==> src/rtl/serv_mdu_iter_pkg.sv <==
// Shared definitions for the iterative RV32M multiply/divide unit:
// funct3 opcodes, FSM state encoding, iteration count and negate helpers.
package serv_mdu_iter_pkg;

   localparam logic [2:0] OP_MUL    = 3'b000;
   localparam logic [2:0] OP_MULH   = 3'b001;
   localparam logic [2:0] OP_MULHSU = 3'b010;
   localparam logic [2:0] OP_MULHU  = 3'b011;
   localparam logic [2:0] OP_DIV    = 3'b100;
   localparam logic [2:0] OP_DIVU   = 3'b101;
   localparam logic [2:0] OP_REM    = 3'b110;
   localparam logic [2:0] OP_REMU   = 3'b111;

   // One radix-2 iteration per operand bit
   localparam int ITER = 32;
   localparam logic [4:0] CNT_LAST = 5'(ITER - 1);

   typedef enum logic [2:0] {
      ST_IDLE  = 3'd0,
      ST_CALC  = 3'd1,
      ST_FIX   = 3'd2,
      ST_RESP  = 3'd3,
      ST_GUARD = 3'd4
   } state_t;

   // Two's complement negate of a 32-bit value
   function automatic logic [31:0] neg32(input logic [31:0] x);
      return ~x + 32'd1;
   endfunction

   // Two's complement negate of a 64-bit value
   function automatic logic [63:0] neg64(input logic [63:0] x);
      return ~x + 64'd1;
   endfunction

endpackage

==> src/rtl/serv_mdu_iter_core.sv <==
// Radix-2 iteration datapath: 64-bit shift register {hi, lo} plus one shared
// 33-bit add/subtract step. Multiply is shift-add on unsigned magnitudes
// (lo starts as the multiplicand); divide is restoring division on unsigned
// magnitudes (lo starts as the dividend and collects quotient bits, hi is the
// partial remainder).
module serv_mdu_iter_core (
   input  logic        clk,
   input  logic        rst_n,
   input  logic        load,
   input  logic        step,
   input  logic        is_div,
   input  logic [31:0] a_mag,
   input  logic [31:0] b_mag,
   output logic [31:0] hi,
   output logic [31:0] lo
);

   logic [31:0] hi_r;
   logic [31:0] lo_r;
   logic [31:0] b_r;

   logic [32:0] shifted_s;
   logic [33:0] add_a_s;
   logic [33:0] add_res_s;
   logic [32:0] mul_sum_s;
   logic        ge_s;
   logic [31:0] hi_nxt_s;
   logic [31:0] lo_nxt_s;

   // One iteration step: shared adder, then mul or div shift/restore
   always_comb begin
      shifted_s = {hi_r, lo_r[31]};
      mul_sum_s = 33'd0;
      ge_s      = 1'b0;
      hi_nxt_s  = hi_r;
      lo_nxt_s  = lo_r;
      if (is_div) begin
         add_a_s   = {1'b0, shifted_s};
         add_res_s = add_a_s - {2'b00, b_r};
      end else begin
         add_a_s   = {2'b00, hi_r};
         add_res_s = add_a_s + {2'b00, b_r};
      end
      if (is_div) begin
         // Non-negative difference means the divisor fits: keep it, quotient bit 1
         ge_s = ~add_res_s[33];
         if (ge_s) begin
            hi_nxt_s = add_res_s[31:0];
         end else begin
            hi_nxt_s = shifted_s[31:0];
         end
         lo_nxt_s = {lo_r[30:0], ge_s};
      end else begin
         if (lo_r[0]) begin
            mul_sum_s = add_res_s[32:0];
         end else begin
            mul_sum_s = {1'b0, hi_r};
         end
         hi_nxt_s = mul_sum_s[32:1];
         lo_nxt_s = {mul_sum_s[0], lo_r[31:1]};
      end
   end

   // Shift register: load magnitudes on accept, advance one step per enable
   always_ff @(posedge clk or negedge rst_n) begin
      if (!rst_n) begin
         hi_r <= 32'd0;
         lo_r <= 32'd0;
         b_r  <= 32'd0;
      end else if (load) begin
         hi_r <= 32'd0;
         lo_r <= a_mag;
         b_r  <= b_mag;
      end else if (step) begin
         hi_r <= hi_nxt_s;
         lo_r <= lo_nxt_s;
      end else begin
         hi_r <= hi_r;
         lo_r <= lo_r;
      end
   end

   assign hi = hi_r;
   assign lo = lo_r;

endmodule

==> src/rtl/serv_mdu_iter.sv <==
// Iterative RV32M multiply/divide unit on the CPU extension interface.
// Fixed latency for every op: accept, 32 iterations, one fixup cycle, one
// ready cycle, one guard cycle that ignores a late-dropping valid.
module serv_mdu_iter
   import serv_mdu_iter_pkg::*;
#(
   parameter int DIV     = 1,
   parameter int ZERO_RD = 1
) (
   input  logic        i_clk,
   input  logic        i_rst_n,
   input  logic        i_mdu_valid,
   input  logic [31:0] i_mdu_rs1,
   input  logic [31:0] i_mdu_rs2,
   input  logic [2:0]  i_mdu_op,
   output logic [31:0] o_mdu_rd,
   output logic        o_mdu_ready
);

   state_t      state_r;
   state_t      state_nxt_s;
   logic [4:0]  cnt_r;

   logic        load_s;
   logic        step_s;
   logic        fix_s;

   logic        rs1_signed_s;
   logic        rs2_signed_s;
   logic        neg_a_s;
   logic        neg_b_s;
   logic [31:0] a_mag_s;
   logic [31:0] b_mag_s;

   logic [2:0]  op_r;
   logic        neg_a_r;
   logic        neg_b_r;
   logic        zero_r;
   logic        ovf_r;

   logic        is_div_s;
   logic [31:0] hi_s;
   logic [31:0] lo_s;

   logic [63:0] prod_s;
   logic [31:0] mul_res_s;
   logic [31:0] quo_s;
   logic [31:0] rem_s;
   logic [31:0] div_res_s;
   logic [31:0] result_s;

   logic        ready_r;
   logic [31:0] rd_r;

   // State register
   always_ff @(posedge i_clk or negedge i_rst_n) begin
      if (!i_rst_n) begin
         state_r <= ST_IDLE;
      end else begin
         state_r <= state_nxt_s;
      end
   end

   // Next-state logic; GUARD never looks at valid
   always_comb begin
      state_nxt_s = ST_IDLE;
      case (state_r)
         ST_IDLE: begin
            if (i_mdu_valid) begin
               state_nxt_s = ST_CALC;
            end else begin
               state_nxt_s = ST_IDLE;
            end
         end
         ST_CALC: begin
            if (cnt_r == CNT_LAST) begin
               state_nxt_s = ST_FIX;
            end else begin
               state_nxt_s = ST_CALC;
            end
         end
         ST_FIX:   state_nxt_s = ST_RESP;
         ST_RESP:  state_nxt_s = ST_GUARD;
         ST_GUARD: state_nxt_s = ST_IDLE;
         default:  state_nxt_s = ST_IDLE;
      endcase
   end

   // FSM control outputs
   always_comb begin
      load_s = 1'b0;
      step_s = 1'b0;
      fix_s  = 1'b0;
      case (state_r)
         ST_IDLE:  load_s = i_mdu_valid;
         ST_CALC:  step_s = 1'b1;
         ST_FIX:   fix_s  = 1'b1;
         ST_RESP:  load_s = 1'b0;
         ST_GUARD: load_s = 1'b0;
         default:  load_s = 1'b0;
      endcase
   end

   // Iteration counter: cleared on accept, wraps 31->0 on the last step
   always_ff @(posedge i_clk or negedge i_rst_n) begin
      if (!i_rst_n) begin
         cnt_r <= 5'd0;
      end else if (load_s) begin
         cnt_r <= 5'd0;
      end else if (step_s) begin
         cnt_r <= cnt_r + 5'd1;
      end else begin
         cnt_r <= cnt_r;
      end
   end

   // Operand signedness per funct3
   always_comb begin
      rs1_signed_s = 1'b0;
      rs2_signed_s = 1'b0;
      case (i_mdu_op)
         OP_MUL, OP_MULH, OP_DIV, OP_REM: begin
            rs1_signed_s = 1'b1;
            rs2_signed_s = 1'b1;
         end
         OP_MULHSU: begin
            rs1_signed_s = 1'b1;
            rs2_signed_s = 1'b0;
         end
         OP_MULHU, OP_DIVU, OP_REMU: begin
            rs1_signed_s = 1'b0;
            rs2_signed_s = 1'b0;
         end
         default: begin
            rs1_signed_s = 1'b0;
            rs2_signed_s = 1'b0;
         end
      endcase
   end

   assign neg_a_s = rs1_signed_s & i_mdu_rs1[31];
   assign neg_b_s = rs2_signed_s & i_mdu_rs2[31];
   assign a_mag_s = neg_a_s ? neg32(i_mdu_rs1) : i_mdu_rs1;
   assign b_mag_s = neg_b_s ? neg32(i_mdu_rs2) : i_mdu_rs2;

   // Request latch: op, sign flags and special-case flags captured at accept
   always_ff @(posedge i_clk or negedge i_rst_n) begin
      if (!i_rst_n) begin
         op_r    <= 3'd0;
         neg_a_r <= 1'b0;
         neg_b_r <= 1'b0;
         zero_r  <= 1'b0;
         ovf_r   <= 1'b0;
      end else if (load_s) begin
         op_r    <= i_mdu_op;
         neg_a_r <= neg_a_s;
         neg_b_r <= neg_b_s;
         zero_r  <= (i_mdu_rs2 == 32'd0);
         ovf_r   <= (i_mdu_rs1 == 32'h8000_0000) && (i_mdu_rs2 == 32'hFFFF_FFFF) &&
                    ((i_mdu_op == OP_DIV) || (i_mdu_op == OP_REM));
      end else begin
         op_r    <= op_r;
         neg_a_r <= neg_a_r;
         neg_b_r <= neg_b_r;
         zero_r  <= zero_r;
         ovf_r   <= ovf_r;
      end
   end

   assign is_div_s = (DIV != 0) && op_r[2];

   serv_mdu_iter_core u_core (
      .clk    (i_clk),
      .rst_n  (i_rst_n),
      .load   (load_s),
      .step   (step_s),
      .is_div (is_div_s),
      .a_mag  (a_mag_s),
      .b_mag  (b_mag_s),
      .hi     (hi_s),
      .lo     (lo_s)
   );

   // Sign correction and divide special cases. A zero divisor leaves the
   // dividend magnitude in hi, so the sign-corrected remainder is rs1 already.
   always_comb begin
      prod_s = {hi_s, lo_s};
      if (neg_a_r ^ neg_b_r) begin
         prod_s = neg64({hi_s, lo_s});
      end else begin
         prod_s = {hi_s, lo_s};
      end
      if (op_r == OP_MUL) begin
         mul_res_s = prod_s[31:0];
      end else begin
         mul_res_s = prod_s[63:32];
      end

      if (neg_a_r ^ neg_b_r) begin
         quo_s = neg32(lo_s);
      end else begin
         quo_s = lo_s;
      end
      if (neg_a_r) begin
         rem_s = neg32(hi_s);
      end else begin
         rem_s = hi_s;
      end
      if (zero_r) begin
         quo_s = 32'hFFFF_FFFF;
      end else if (ovf_r) begin
         quo_s = 32'h8000_0000;
         rem_s = 32'd0;
      end else begin
         quo_s = quo_s;
      end

      if (op_r[1]) begin
         div_res_s = rem_s;
      end else begin
         div_res_s = quo_s;
      end

      if (!op_r[2]) begin
         result_s = mul_res_s;
      end else if (DIV != 0) begin
         result_s = div_res_s;
      end else begin
         result_s = 32'd0;
      end
   end

   // Registered response: one-cycle ready pulse with result, rd gated when idle
   always_ff @(posedge i_clk or negedge i_rst_n) begin
      if (!i_rst_n) begin
         ready_r <= 1'b0;
         rd_r    <= 32'd0;
      end else if (fix_s) begin
         ready_r <= 1'b1;
         rd_r    <= result_s;
      end else if (ZERO_RD != 0) begin
         ready_r <= 1'b0;
         rd_r    <= 32'd0;
      end else begin
         ready_r <= 1'b0;
         rd_r    <= rd_r;
      end
   end

   assign o_mdu_ready = ready_r;
   assign o_mdu_rd    = rd_r;

endmodule
==> config.mk <==
export PLATFORM = sky130hd
export DESIGN_NAME = serv_mdu_iter
export DESIGN_NICKNAME = d
export VERILOG_FILES = /design/src/rtl/serv_mdu_iter_pkg.sv /design/src/rtl/serv_mdu_iter_core.sv /design/src/rtl/serv_mdu_iter.sv
export SDC_FILE = /design/constraint.sdc
export NUM_CORES = 1
export LEC_CHECK = 0
export BUFFER_PORTS_ARGS = -buffer_cell sky130_fd_sc_hd__buf_2
export CAP_MARGIN = 0
export CORE_ASPECT_RATIO = 1.75
export CORE_MARGIN = 2
export CORE_UTILIZATION = 40
export CTS_CLUSTER_SIZE = 8
export DETAILED_ROUTE_END_ITERATION = 7
export HOLD_SLACK_MARGIN = 0.06
export PLACE_DENSITY = 0.54
export SKIP_LAST_GASP = 1
export SYNTH_ARGS = -nofsm -noshare
export SYNTH_HDL_FRONTEND = slang
export SYNTH_SLANG_ARGS = --single-unit
==> constraint.sdc <==
create_clock -name i_clk -period 4 [get_ports i_clk]
set_input_delay 0.4 -clock i_clk [delete_from_list [all_inputs] [get_ports i_clk]]
set_output_delay 0.4 -clock i_clk [all_outputs]
set_load 0.01 [all_outputs]
== After elaboration in Yosys (flattened, before gate mapping) ==
Memory sizes are Yosys's and may differ from the RTL's.
Index checks and enable logic that the tools add are counted.

* Add/sub/neg operators: 8
* Equality and inequality tests: 8
* Multiplexer cells: 31
* Bitwise operators: 9
* Reduce and logical (&&, ||, !) cells: 7

{| class="wikitable"
|+ Operators with widths
! kind !! number
|-
| 32-bit 2-to-1 mux || 19
|-
| 32-bit by 1-bit adder with 32-bit output (second input constant) || 4
|-
| 32-bit NOT || 4
|-
| 64-bit by 1-bit adder with 64-bit output (second input constant) || 1
|-
| 32-bit == test (second input constant) || 2
|-
| 64-bit 2-to-1 mux || 1
|-
| 64-bit NOT || 1
|-
| 34-bit 2-to-1 mux || 1
|-
| 33-bit by 32-bit subtractor with 34-bit output || 1
|-
| 32-bit by 32-bit adder with 33-bit output || 1
|-
| 33-bit 2-to-1 mux || 1
|-
| 32-bit logical NOT || 1
|-
| 3-bit one-hot mux with 4 select lines || 1
|-
| 5-bit 2-to-1 mux || 2
|-
| 3-bit by 2-bit == test with 1-bit output (second input constant) || 2
|-
| 3-bit == test (second input constant) || 2
|-
| 3-bit logical NOT || 2
|-
| 5-bit by 1-bit adder with 5-bit output (second input constant) || 1
|-
| 5-bit == test (second input constant) || 1
|-
| 1-bit 2-to-1 mux || 5
|-
| 3-bit by 1-bit == test with 1-bit output (second input constant) || 1
|-
| 1-bit bitwise AND || 2
|-
| 1-bit logical AND || 2
|-
| 2-bit 2-to-1 mux || 1
|-
| other kinds (4) || 4
|}

* Register bits after elaboration: 144
* Memory bits (read-only): 16
* Input bits: 70
* Output and inout port bits: 33
* Logic and storage cells: 76
* Memories kept: 1

{| class="wikitable"
|+ Memories
! memory !! depth !! width !! read ports !! clocked after memory_dff !! wr ports !! RTL line !! text
|-
| (name not given) || 8 || 2 || 1 || 0 || 0 || serv_mdu_iter.sv:121 || <nowiki>case (i_mdu_op)</nowiki>
|}

== Logic depth before layout (Yosys ltp) ==
Gate-level depths: netlist (run 1).

* Word-level depth: 8
* Mapped depth: 14
* Depth with buffers taken out: 13

== Cells and area by module ==
Synthesis (run 1) repeated with hierarchy kept, for this count alone.

* Cell total of the unflattened synthesis: 1941
* Area total of the unflattened synthesis: 15014.4 µm²

{| class="wikitable"
|+ By module, submodules not included
! module !! times used !! cells each !! area each (µm²) !! sequential area each (µm²)
|-
| serv_mdu_iter_core || 1 || 1094 || 8718.4 || 2402.3
|-
| serv_mdu_iter || 1 || 847 || 6296.0 || 1201.2
|}

== Worst setup path after synthesis (run 1) ==
Ideal clock, no wire load.

* Kind: register to register
* From: register u_core.hi_r[0] (netlist: u_core.hi[0])
* To: register rd_r[24] (netlist: o_mdu_rd[24])
* Setup time: 0.094 ns
* Data arrival time: 3.077 ns
* Data required time: 3.906 ns
* Slack: 0.829 ns
* Stages on the path, launching flop included: 14
* Buffers on the path: 1
* Clock period less this slack: 3.171 ns
* Cells stage by stage: dfrtp_1 -> inv_1 -> ha_1 -> or3b_2 -> or3_1 -> buf_2 -> nor4_1 -> nand2_1 -> or3_1 -> nand2_1 -> xor2_1 -> o211ai_1 -> nand3_1 -> a211oi_1

* Cells in the longest elaborated chain, start to end: 8
* Elaborated cells between the ends (all ways): 12
* Classes of those cells: 2 x add/sub; 8 x mux; 2 x bitwise

{| class="wikitable"
|+ RTL lines
! element !! RTL line !! text
|-
| start, declared || serv_mdu_iter_core.sv:18 || <nowiki>logic [31:0] hi_r;</nowiki>
|-
| start signal, assigned || serv_mdu_iter_core.sv:75 || <nowiki>hi_r <= hi_nxt_s;</nowiki>
|-
| start signal, assigned || serv_mdu_iter_core.sv:78 || <nowiki>hi_r <= hi_r;</nowiki>
|-
| 32-bit NOT || serv_mdu_iter_pkg.sv:28 || <nowiki>return ~x + 32'd1;</nowiki>
|-
| 32-bit by 1-bit adder with 32-bit output || serv_mdu_iter_pkg.sv:28 ||
|-
| 32-bit 2-to-1 mux || serv_mdu_iter.sv:204 || <nowiki>if (neg_a_r) begin</nowiki>
|-
| 32-bit 2-to-1 mux || serv_mdu_iter.sv:211 || <nowiki>end else if (ovf_r) begin</nowiki>
|-
| 32-bit 2-to-1 mux || serv_mdu_iter.sv:209 || <nowiki>if (zero_r) begin</nowiki>
|-
| 32-bit 2-to-1 mux || serv_mdu_iter.sv:218 || <nowiki>if (op_r[1]) begin</nowiki>
|-
| 32-bit 2-to-1 mux (*) || serv_mdu_iter.sv:224 || <nowiki>if (!op_r[2]) begin</nowiki>
|-
| 32-bit 2-to-1 mux (*) || serv_mdu_iter.sv:238 || <nowiki>end else if (fix_s) begin</nowiki>
|-
| end signal, assigned || serv_mdu_iter.sv:240 || <nowiki>rd_r <= result_s;</nowiki>
|-
| end signal, assigned || serv_mdu_iter.sv:246 || <nowiki>rd_r <= rd_r;</nowiki>
|-
| end, declared || serv_mdu_iter.sv:53 || <nowiki>logic [31:0] rd_r;</nowiki>
|}

Every way passes the cells marked *; elsewhere a longest branch is shown, timed or not.
A chain may end at the register's enable or synchronous reset.

== Worst setup path after layout (run 1) ==
* From: register u_core.hi_r[1] (netlist: u_core.hi[1])
* To: register rd_r[24] (netlist: o_mdu_rd[24])

Same word-level chain as after synthesis.

==> impl_summary.md, run 1 <==
Synthesis
The sequential area share after synthesis is about a quarter. Yosys attributes the largest share of cell area to sky130_fd_sc_hd__dfrtp_1 (26%), sky130_fd_sc_hd__xor2_1 (7.7%), sky130_fd_sc_hd__o21ai_0 (7.4%), sky130_fd_sc_hd__ha_1 (6.3%), sky130_fd_sc_hd__nand2_1 (5.4%). The post-synthesis net count is roughly 1900.

Yosys printed 0 warnings. The mean area per synthesized cell is 7.83 um2. Yosys mapped the design onto 84 distinct sky130hd cell types. The area of the mapped netlist is around 0.014 mm2. The synthesized design contains 144 register bits. The cell count after synthesis came out at 1800. For this run, the leading register cell type out of synthesis is sky130_fd_sc_hd__dfrtp_1.

The fraction of post-synthesis cell area in the top cell type by area is 25.6%. The biggest area contributor in the post-synthesis netlist is sky130_fd_sc_hd__dfrtp_1. Counting flops with a built-in enable in the synthesized netlist gives 0. Counting flops with an async set or reset pin after synthesis yields a share of 100%. Among all cell types in the netlist, the one instantiated most often is sky130_fd_sc_hd__o21ai_0. In the synthesized netlist, the cells that appear most often are sky130_fd_sc_hd__o21ai_0 (209), sky130_fd_sc_hd__nand2_1 (203), sky130_fd_sc_hd__dfrtp_1 (144).

Power and ir drop
The power density of the placed cells is 1100 mW/mm2. The leakage power summed over all cells is between 6 and 7 nW. The worst IR drop on VDD is 0.358 mV.

STA
The post-route clock period utilization is approximately nine tenths. Summed over all failing endpoints, the final setup total negative slack is 0 ns. The shortest clock period the worst path allows after layout is 3.60 ns.

Setup violations remaining at the end of the flow were counted as 0. The hold violation count in the final report is 0. The actual slew at the worst max-slew pin is between 1 and 1.5 ns. The maximum clock rate is 0.278 GHz.

Setup repair after global routing left no endpoint under its margin. The worst-case clock skew is between 0.01 and 0.015 ns. The final-report max-slew violation count is 0. The relative max-transition margin is a little under a third.

Setup path
The register-to-register setup slack is 0.40 ns. On the worst path, the slowest cell contributes a delay of 0.48 ns. The endpoint arrival time on the critical path is 3.96 ns. Broken down by cell family, the worst path's largest delay share belongs to simple AND/OR/NAND/NOR gates. The critical setup path kind is flop to flop. Traced cell by cell, the critical path runs through inv_1 -> ha_1 -> or3b_2 -> or3_1 -> nor4_1 -> nand2_1 -> or3_1 -> nand2_1 -> xor2_1 -> o211ai_1 -> nand3_1 -> a211oi_1.

The buffer and inverter count on the worst path is 1. The worst setup path is captured at a flop. Of all nets on the critical path, the largest fanout is 7. STA classifies the critical path startpoint as a flop. The data required time of the worst path is 4.37 ns.

On the critical path, the stage with the largest delay is an instance of sky130_fd_sc_hd__or3b_2.

Clock tree
The buffers inserted during post-CTS setup optimization is 0. Clock-pin slew was measured on the worst setup and hold paths at about 0.070 ns. The tree built by TritonCTS fans out to about 140 sinks. The number of gates resized after cts is 0. The maximum root-to-sink buffer count is 2. TritonCTS built the clock tree.

The master cell of the clock root buffer is sky130_fd_sc_hd__clkbuf_16. The number of hold-repair buffers added at the cts stage is 0. The deepest level of the CTS H-tree is 4. The clock buffer count from CTS is 17.

The later pin in the worst-skew pair is clocked with a latency of 0.46 ns.

Placement
Summed over all nets, the half-perimeter wirelength after detailed placement is 39800 um. The area of placed instances is 0.0151 mm2. At the end of routability-driven placement, the weighted congestion stood at 0.947. Once placement completed, the tool counted placed cells totaling 2308. The number of buffers added on ports is just over 100.

GRT
The number of antenna violations at the first check in global routing is 0. The first-pass GRT wire length is 79900 um. The all-layer global routing usage is 28.0%. The aggregate global routing overflow is 0. The largest net degree at the start of global routing is 129. The via count of the first global-routing pass was 13900.

Route
The final routed wire length divided by cell count is 22.0 um. The overall routed net length is around 52000 um. The routed via count divided by cell count is 5.99.

The first detailed-routing pass ran for 7 iterations. The first routing iteration left 1118 violations. The remaining routing DRC violations is 0. The number of routed nets with antenna violations is 0. Summing over every cut layer, the via total after detailed routing is between 10000 and 15000.

Final layout
The area overhead of the layout relative to synthesis is 11.8%. Fill cells in the final layout number 3641. The final design utilization is roughly 45%. The area taken by flip-flops and latches is 0.00361 mm2. The net count of the finished layout is 2005.

The multi-input combinational cells in the finished layout cover a total of 0.00960 mm2. The filler-free cell count of the finished design is 2340. The antenna diode instance count is 0. With fillers left out, the area of the finished cells amounts to 0.0158 mm2. Of the cells placed in the final design, the portion with a size suffix greater than 1 is a little over an eighth.

Die
The initial utilization of the core area, before any placement, comes to 40.3%. The number of top-level pins is 103. The die is 252 um tall. The floorplan step defined a die boundary enclosing 0.0368 mm2.

The region available for standard cell placement spans 0.0350 mm2. The row count is 91. In this run the horizontal extent of the chip is 146 um.

Flow run
The number of maximum-capacitance constraint violations is 0.

Outcome
The run finished with clean final reports.

Worst hold path
The path type of the worst min-delay path is primary input to asynchronous set/reset pin.
==> flip-flops by register name (all words and copies together), names as in the netlist <==
register,count
state_r,3
u_core.hi,32
cnt_r,5
neg_b_r,1
ovf_r,1
op_r,3
neg_a_r,1
u_core.lo,32
o_mdu_ready,1
u_core.b_r,32
zero_r,1
o_mdu_rd,32
==> logic make-up (layout without fill, tap and decap cells) <==
kind of cell	after synthesis	after routing	share of synthesized area (%)
AOI/OAI and AO/OA	621	621	27.8
and+or+nand+nor	530	530	17.9
DFF	144	144	25.6
buffers and inverters	188	263	6.58
muxes	42	42	3.03
xor gates and xnor gates	202	202	12.6
adders and majority gates	73	73	6.59
==> power breakdown <==
group	leakage (nW)	internal (mW)	switching, mW
sequential	1.80	2.07	0.986
clock	0.313	1.09	0.703
combinational	4.67	4.98	7.51
==> layout make-up <==
class                           count  share of cell area (%)
Clock buffer                       20                    2.96
Clock inverter                     12                    1.14
Inverter                           57                    1.36
Multi-Input combinational cell   1468                    60.9
Sequential cell                   144                    22.9
Tap cell                          465                    3.69
Timing Repair Buffer              174                    7.03
==> final timing paths <==
path	from	endpoint	cells after the start
max	u_core.hi[1]	o_mdu_rd[24]	12
min	i_rst_n	o_mdu_rd[30]	1
max reg2reg	u_core.hi[1]	o_mdu_rd[24]	12
min reg2reg	op_r[0]	op_r[0]	2
max in group asynchronous	i_rst_n	cnt_r[2]	2
min in group i_clk	i_mdu_op[2]	op_r[2]	3
==> routing by layer <==
layer	wire length [um]	track usage (%)	part of all wire (%)
met3	2040	2.91	4.0
met5	0	0	0
met2	26700	51.2	52
met4	3410	17.5	6.6
met1	19400	30.8	38
==> layout by cell type (no fill, tap or decap), drive strengths merged, types with 11 or more instances in the layout <==
cell type | synthesis | layout
a21oi | 140 | 140
a22o | 12 | 12
o31ai | 37 | 37
xor2 | 124 | 124
inv | 55 | 56
a31oi | 16 | 16
nand4 | 16 | 16
xnor2 | 78 | 78
nor2 | 123 | 123
o211ai | 43 | 43
or3 | 17 | 17
o21ai | 213 | 213
nand2 | 203 | 203
ha | 71 | 71
nor3 | 32 | 32
clkbuf | 104 | 20
o221ai | 23 | 23
nor2b | 13 | 13
and3 | 11 | 11
nand3 | 29 | 29
or4 | 15 | 15
a211oi | 11 | 11
mux2i | 37 | 37
a21o | 35 | 35
dfrtp | 144 | 144
buf | 24 | 174
o41ai | 17 | 17
nand2b | 15 | 15
or2 | 12 | 12
nor4 | 16 | 16
==> stage by stage <==
stage	setup slack [ns]	hold WS (ns)	total power, mW
2_1_floorplan	0.829	0.104	11.8
3_3_place_gp	0.505	0.487	15.3
3_5_place_dp	0.474	0.490	15.3
4_1_cts	0.454	0.0602	17.2
5_1_grt	0.168	0.0828	18.7
6_report	0.403	0.0125	17.3
No activity file was read; power rests on OpenSTA's default activity.
==> inputs of run 2 (changes only) <==
--- a/config.mk
+++ b/config.mk
@@ -10,6 +10,7 @@
 export CORE_ASPECT_RATIO = 1.75
 export CORE_MARGIN = 2
 export CORE_UTILIZATION = 40
+export CTS_BUF_LIST = sky130_fd_sc_hd__clkbuf_16
 export CTS_CLUSTER_SIZE = 8
 export DETAILED_ROUTE_END_ITERATION = 7
 export HOLD_SLACK_MARGIN = 0.06
==> run 2 against run 1 <==
  * First-iteration DRC count rose by 1.3%
  * Die area did not move
  * Cell count did not move
  * Flip-flop and latch count did not move
  * Via count rose by 0.16%
  * Sequential power barely moved
  * Critical path depth fell by 2
  * Clock skew rose by 0.0016 ns
  * Wire length fell by 0.12%
  * Utilization fell by 0.086 points
  * Clock power fell by 3%
  * Worst setup slack improved by 0.0011 ns
==> impl_summary.md, run 2 (synthesis gave the netlist of run 1 again) <==
Outcome
The run finished with clean final reports.

Setup path
In this design, the stage delay of the slowest critical-path cell is 0.60 ns. The type of element capturing the critical path is a flop. The data required time of the worst path is 4.39 ns.

Walking the worst path, the cells encountered are or4_1 -> nor3_1 -> nand2_1 -> or3_1 -> nor2_2 -> nand2_1 -> o31ai_1 -> xor2_1 -> o21ai_0 -> buf_4. The slowest cell on the critical path is sky130_fd_sc_hd__or4_1. Of all nets on the critical path, the largest fanout is 11. The critical path's most frequent cell is sky130_fd_sc_hd__nand2_1. The origin of the critical flop-to-flop path is u_core.lo[15]. The endpoint arrival time on the critical path is 3.99 ns. The endpoint of the worst-slack reg-to-reg timing path is o_mdu_rd[3].

The type of element launching the critical path is a flop. The number of buffers and inverters on the critical path is 1. The worst reg2reg path depth is 10. The register-to-register setup slack is 0.40 ns. The critical path is of the flop to flop type. Broken down by cell family, the worst path's largest delay share belongs to simple AND/OR/NAND/NOR gates.

Die
During I/O placement, the number of pins put on the boundary was 103. For this configuration, the core starts out at a cell density of 40.3%. The total area inside the core boundary comes to 0.0350 mm2. From left edge to right edge, the die measures 146 um. The row count is 91. The vertical die dimension is around 250 um. The die covers 0.0368 mm2.

Power and ir drop
Summed over all cells, the static leakage comes to about 6.8 nW. For this design the total switching power over the nets is 9.20 mW. The power density of the placed cells is 1100 mW/mm2. The sequential group share of total power is between 10% and 20%. Net switching is between 50 and 60% of the power. The cell internal power dissipation is 8.08 mW.

The total power of the final layout is ~17 mW. The portion of total power attributed to combinational logic is between 70 and 80%. The clock network accounts for 10.1% of the total power. The worst-case IR drop observed on VDD is 0.359 mV.

STA
The hold violation count in the final report is 0. At the pin with the least slew margin, the transition time is 1.11 ns. The relative max-transition margin is 25.3%. The worst path needs ~3.6 ns of the cycle, external delays included. The post-route clock period utilization is about nine tenths. The maximum clock rate is 0.278 GHz. Setup repair after global routing left no endpoint under its margin. The worst-case clock skew is 0.0160 ns. The final-report max-slew violation count is 0. The final-report setup violation count is 0.

Setup total negative slack on the finished layout was measured at 0 ns. Once routing completed, OpenROAD measured the worst setup slack at 0.404 ns.

Final layout
Leaving out fill and tap cells, the most frequent cells in the layout are sky130_fd_sc_hd__o21ai_0 (209), sky130_fd_sc_hd__nand2_1 (203), sky130_fd_sc_hd__dfrtp_1 (143). After the flow finishes, the layout carries non-filler instances totaling 2340. The number of antenna diodes in the final layout is 0. The most common cell after layout, fill and taps aside is sky130_fd_sc_hd__o21ai_0. From synthesis to final layout, the design area changed by 11.6%. In the final layout, the share of cells above drive strength 1 is about an eighth. The count of nets after finishing is 2005.

Route
The number of routed nets with antenna violations is 0. Dividing the detail-routed wire length by the instance count gives 22.0 um. Across all layers, the routed design uses 14000 vias.

Summed over all layers, the routed wires come to 51500 um. Before antenna repair, the detailed router went through 5 iterations. The remaining routing DRC violations is 0. Using the TritonRoute via totals, the vias-per-cell ratio works out to around 6.0. The first routing iteration left 1132 violations.

Placement
The HPWL after detailed placement is 39800 um. The congestion estimate from routability-driven global placement came to 0.947. The number of buffers added on ports is 102.

Prior to clock tree synthesis, the placed netlist has a worst setup slack of about 0.47 ns. The number of placed instances, taps included is around 2300.

Clock tree
TritonCTS built the clock tree. The later pin in the worst-skew pair is clocked with a latency of about 0.47 ns. The number of gates resized after cts is 0. The number of hold buffers added after CTS was 0.

The register clock-pin slew on the reported worst setup and hold paths is 0.06 ns. The clock buffer count from CTS is 17. The master cell of the clock root buffer is sky130_fd_sc_hd__clkbuf_16. The buffers inserted during post-CTS setup optimization is 0. The maximum root-to-sink buffer count is 2.

The H-tree was split into 4 levels. Clock tree synthesis found a total of 144 sinks.

GRT
The number of antenna violations at the first check in global routing came to 0. The all-layer global routing usage is 28.0%. Entering global routing, the biggest net connects 129 pins.

The via count of the first global-routing pass is 13900. The first-pass GRT wire length is 79900 um. The aggregate global routing overflow is 0.

Worst hold path
The path type of the worst min-delay path is primary input to asynchronous set/reset pin.

Flow run
The tool flagged a number of max-cap violations equal to 0.
## run 2: cell count changes in the layout (fill, tap and decap cells not counted)
cell	before	now
sky130_fd_sc_hd__clkinv_1	2	5
sky130_fd_sc_hd__clkbuf_8	3	0
## run 2: final cells by class
class	instances	area, um2
inverters	57	214
well taps	465	582
clock inverters	15	191
multi-input cells	1468	9600
repair buffers	174	1110
fillers	3643	19200
clock buffers	17	425
flip-flops and latches	144	3610
## run 2: through the flow
stage	util (%)	instance area (um2)	hold WS, ns
CTS	45.0	15700	0.0613
floorplan	-	14100	0.104
global placement	43.2	15100	0.487
finish	45.0	15700	0.0141
global route	45.0	15700	0.0831
detailed placement	43.2	15100	0.490
## run 2: power groups by stage
stage | Combinational [mW] | Clock [mW] | Sequential, mW
6_report | 12.5 | 1.74 | 3.06
5_1_grt | 13.7 | 1.83 | 3.14
4_1_cts | 12.3 | 1.76 | 3.04
3_5_place_dp | 12.3 | 0 | 3.07
3_3_place_gp | 12.3 | 0 | 3.05
2_1_floorplan | 9.23 | 0 | 2.56
## run 2: routing by layer
metal	vias to the layer above	global-route usage (%)	wire length, um
li1	6635	-	-
met1	6745	30.8	19300
met2	499	51.4	26900
met3	149	2.85	2010
met4	0	17.3	3330
met5	-	0	0
## run 2: worst max-delay path by stage
stage                             start             to  slack (ns)  depth (start not counted)
after floorplan            u_core.hi[0]   o_mdu_rd[24]        0.83                         13
after global placement     u_core.hi[1]  u_core.hi[26]        0.51                         12
after detailed placement   u_core.hi[1]   o_mdu_rd[24]        0.47                         12
after CTS                  u_core.hi[1]   o_mdu_rd[24]        0.45                         12
after global routing      u_core.lo[15]    o_mdu_rd[3]        0.17                         10
final                     u_core.lo[15]    o_mdu_rd[3]        0.40                         10
==> inputs of run 3 (changes only) <==
--- a/config.mk
+++ b/config.mk
@@ -7,14 +7,17 @@
 export LEC_CHECK = 0
 export BUFFER_PORTS_ARGS = -buffer_cell sky130_fd_sc_hd__buf_2
 export CAP_MARGIN = 0
+export CELL_PAD_IN_SITES_DETAIL_PLACEMENT = 1
+export CELL_PAD_IN_SITES_GLOBAL_PLACEMENT = 1
 export CORE_ASPECT_RATIO = 1.75
 export CORE_MARGIN = 2
 export CORE_UTILIZATION = 40
 export CTS_BUF_LIST = sky130_fd_sc_hd__clkbuf_16
 export CTS_CLUSTER_SIZE = 8
 export DETAILED_ROUTE_END_ITERATION = 7
+export GPL_TIMING_DRIVEN = 0
 export HOLD_SLACK_MARGIN = 0.06
-export PLACE_DENSITY = 0.54
+export PLACE_DENSITY = 0.69
 export SKIP_LAST_GASP = 1
 export SYNTH_ARGS = -nofsm -noshare
 export SYNTH_HDL_FRONTEND = slang
==> run 3 against run 2 <==
  * Utilization rose by 0.23 points
  * Die area unchanged
  * Worst setup slack got worse by 0.34 ns
  * Critical path type unchanged
  * Largest cell class unchanged
  * Highest routed layer is now met5
==> impl_summary.md, run 3 (synthesis gave the netlist of run 1 again) <==
Final layout
Leaving out fill and tap cells, the most frequent cells in the layout are sky130_fd_sc_hd__o21ai_0 (207), sky130_fd_sc_hd__nand2_1 (202), sky130_fd_sc_hd__dfrtp_1 (144). The share of cells above drive strength 1 is 10.4%. Relative to the synthesized area, the layout overhead comes to 12.1%. The final design utilization is between 40% and 50%. The filler-free cell count of the finished design is 2399.

In the final layout, the multi-input gates occupy 0.00962 mm2. The library cell used most frequently in the layout, excluding fill and tap cells, is sky130_fd_sc_hd__o21ai_0. The count of nets after finishing is 2067.

The number of fillers in the final layout is 4416. Registers take 0.00360 mm2. The number of antenna diodes in the final layout is 0.

Die
The vertical die dimension is 252 um. The overall die width is 146 um. The row count is slightly above 90. The core region is 0.0350 mm2. The number of top-level pins is 103. The die covers 0.0368 mm2.

For this configuration, the core starts out at a cell density of 40.3%.

STA
The worst-case clock skew is 0.0146 ns. The post-route clock period utilization is 98.3%. The relative max-transition margin is 21.8%. The final-report max-slew violation count came to 0. Static timing analysis puts the maximum clock frequency at 0.254 GHz.

Setup repair after global routing could not meet its margin everywhere. The actual slew at the worst max-slew pin is 1.16 ns. The hold violation count in the final report is 0. Setup violations remaining at the end of the flow were counted as 0. The shortest clock period the worst path allows after layout is 3.93 ns.

Route
The iteration count of the initial detailed-routing pass is 5. After detailed routing, the number of remaining DRC violations is 0. The final route contains 14600 vias. The overall routed net length is between 60000 and 70000 um.

The final routed wire length divided by cell count is 25.5 um. Dividing the detail-routed via count by the number of cells gives 6.10. The iteration-0 DRC count of the detailed router is 691.

The number of routed nets with antenna violations is 0.

Setup path
The type of element launching the critical path is a flop. The worst register-to-register path has a setup slack of 0.07 ns. The critical setup path kind is flop to flop. The endpoint of the worst-slack reg-to-reg timing path is u_core.hi[12].

Measured in cells, the most critical reg-to-reg path has a length of 11. The origin of the critical flop-to-flop path is u_core.b_r[1]. The endpoint arrival time on the critical path is ~4.3 ns. The worst setup path is captured at a flop. The highest net fanout along the worst path is 10. The data required time of the worst path is 4.36 ns.

Placement
Input and output buffers added on the ports amount to 102. The placer's final routability congestion estimate is 0.959. The HPWL reported at the end of detailed placement is 49400 um.

Once placement completed, the tool counted placed cells totaling between 2000 and 2500.

GRT
The aggregate global routing overflow is 0. The largest net degree at the start of global routing is 90. In the global route stage, overall resource usage came out at 33.2%. The via count of the first global-routing pass is 15600.

The first-pass GRT wire length is ~92000 um. The number of antenna violations at the first check in global routing is 1.

Worst hold path
The worst hold path passes through 3 cells. The launch point of the worst hold path is i_mdu_op[0]. The worst hold path terminates at op_r[0].

The worst hold path belongs to the class primary input to flop.

Clock tree
The master cell of the clock root buffer is sky130_fd_sc_hd__clkbuf_16. In this run the deepest clock path goes through 2 buffers. The number of clock buffers added by TritonCTS is 17.

TritonCTS built the clock tree. The register clock-pin slew on the reported worst setup and hold paths is 0.06 ns. The clock drives approximately 140 sinks. For the worst-skew pair, the clock arrives at the later sink with an insertion delay of between 0.4 and 0.5 ns. CTS built an H-tree with a depth of 4.

Flow run
Max-cap violations in this run came to 0.

Outcome
The run finished with clean final reports.
run 3: cell types whose count changed in the layout (fill, tap and decap cells not counted), sizes merged:
cell | before | now
dlygate4sd1 | 0 | 1
bufinv | 4 | 1
dlygate4sd3 | 0 | 1
bufbuf | 0 | 1
inv | 56 | 57
clkbuf | 17 | 122
buf | 174 | 127
clkinv | 10 | 9
clkdlybuf4s25 | 0 | 1
run 3: what timing repair did:
action / in CTS / in global routing
pin swaps: 0 / 1
setup buffers: 0 / 0
hold buffers: 1 / 0
endpoints found under the setup margin: 18 / 25
hold endpoints to repair: 55 / 0
resized for setup: 7 / 9
run 3: worst max-delay path by stage:
stage                               from  slack (ns)             to
after detailed placement    u_core.hi[1]       -0.21   o_mdu_rd[24]
after floorplan             u_core.hi[0]        0.83   o_mdu_rd[24]
after global routing      u_core.b_r[11]       -0.08   u_core.hi[4]
after CTS                 u_core.b_r[11]       -0.03   u_core.hi[4]
after global placement    u_core.b_r[11]       -0.24   u_core.hi[4]
final                      u_core.b_r[1]        0.07  u_core.hi[12]
run 3: layout make-up:
cell class | instances | area share, %
multi-input cells | 1468 | 60.8
flip-flops and latches | 144 | 22.8
plain buffers | 131 | 4.56
well taps | 465 | 3.68
repair buffers | 105 | 3.55
clock buffers | 17 | 2.69
inverters | 57 | 1.35
clock inverters | 12 | 0.515
run 3: per-stage QoR:
step,setup TNS [ns],area (um2),hold WS (ns),setup slack (ns)
after floorplan,0,14100,0.104,0.829
after global placement,-1.44,15200,0.488,-0.236
after detailed placement,-1.74,15200,0.417,-0.208
after CTS,-0.0300,15800,0.214,-0.0300
after global routing,-0.184,15800,0.219,-0.0825
final,0,15800,0.212,0.0687
run 3: layer usage:
| metal | up-vias | track usage, % | wire [um] |
|---|---|---|---|
| li1 | 6746 | - | - |
| met1 | 7276 | 32.4 | 21700 |
| met2 | 420 | 64.7 | 33200 |
| met3 | 192 | 3.75 | 1830 |
| met4 | 2 | 22.2 | 4400 |
| met5 | - | 0 | 11 |
run 3: worst max-delay path, stage by stage, from the launching register on:
cell,delay (ns)
sky130_fd_sc_hd__dfrtp_1,0.48
sky130_fd_sc_hd__inv_1,0.13
sky130_fd_sc_hd__ha_1,0.28
sky130_fd_sc_hd__nor2b_1,0.15
sky130_fd_sc_hd__o31a_1,0.31
sky130_fd_sc_hd__o31a_1,0.34
sky130_fd_sc_hd__o211ai_1,0.49
sky130_fd_sc_hd__a2111oi_4,0.20
sky130_fd_sc_hd__o21ai_2,0.45
sky130_fd_sc_hd__clkbuf_1,0.50
sky130_fd_sc_hd__o211ai_1,0.19
sky130_fd_sc_hd__a32o_1,0.30
Power of run 3 is not shown: default switching activity piles up to over one toggle a cycle in this logic, so the estimate is an artifact.
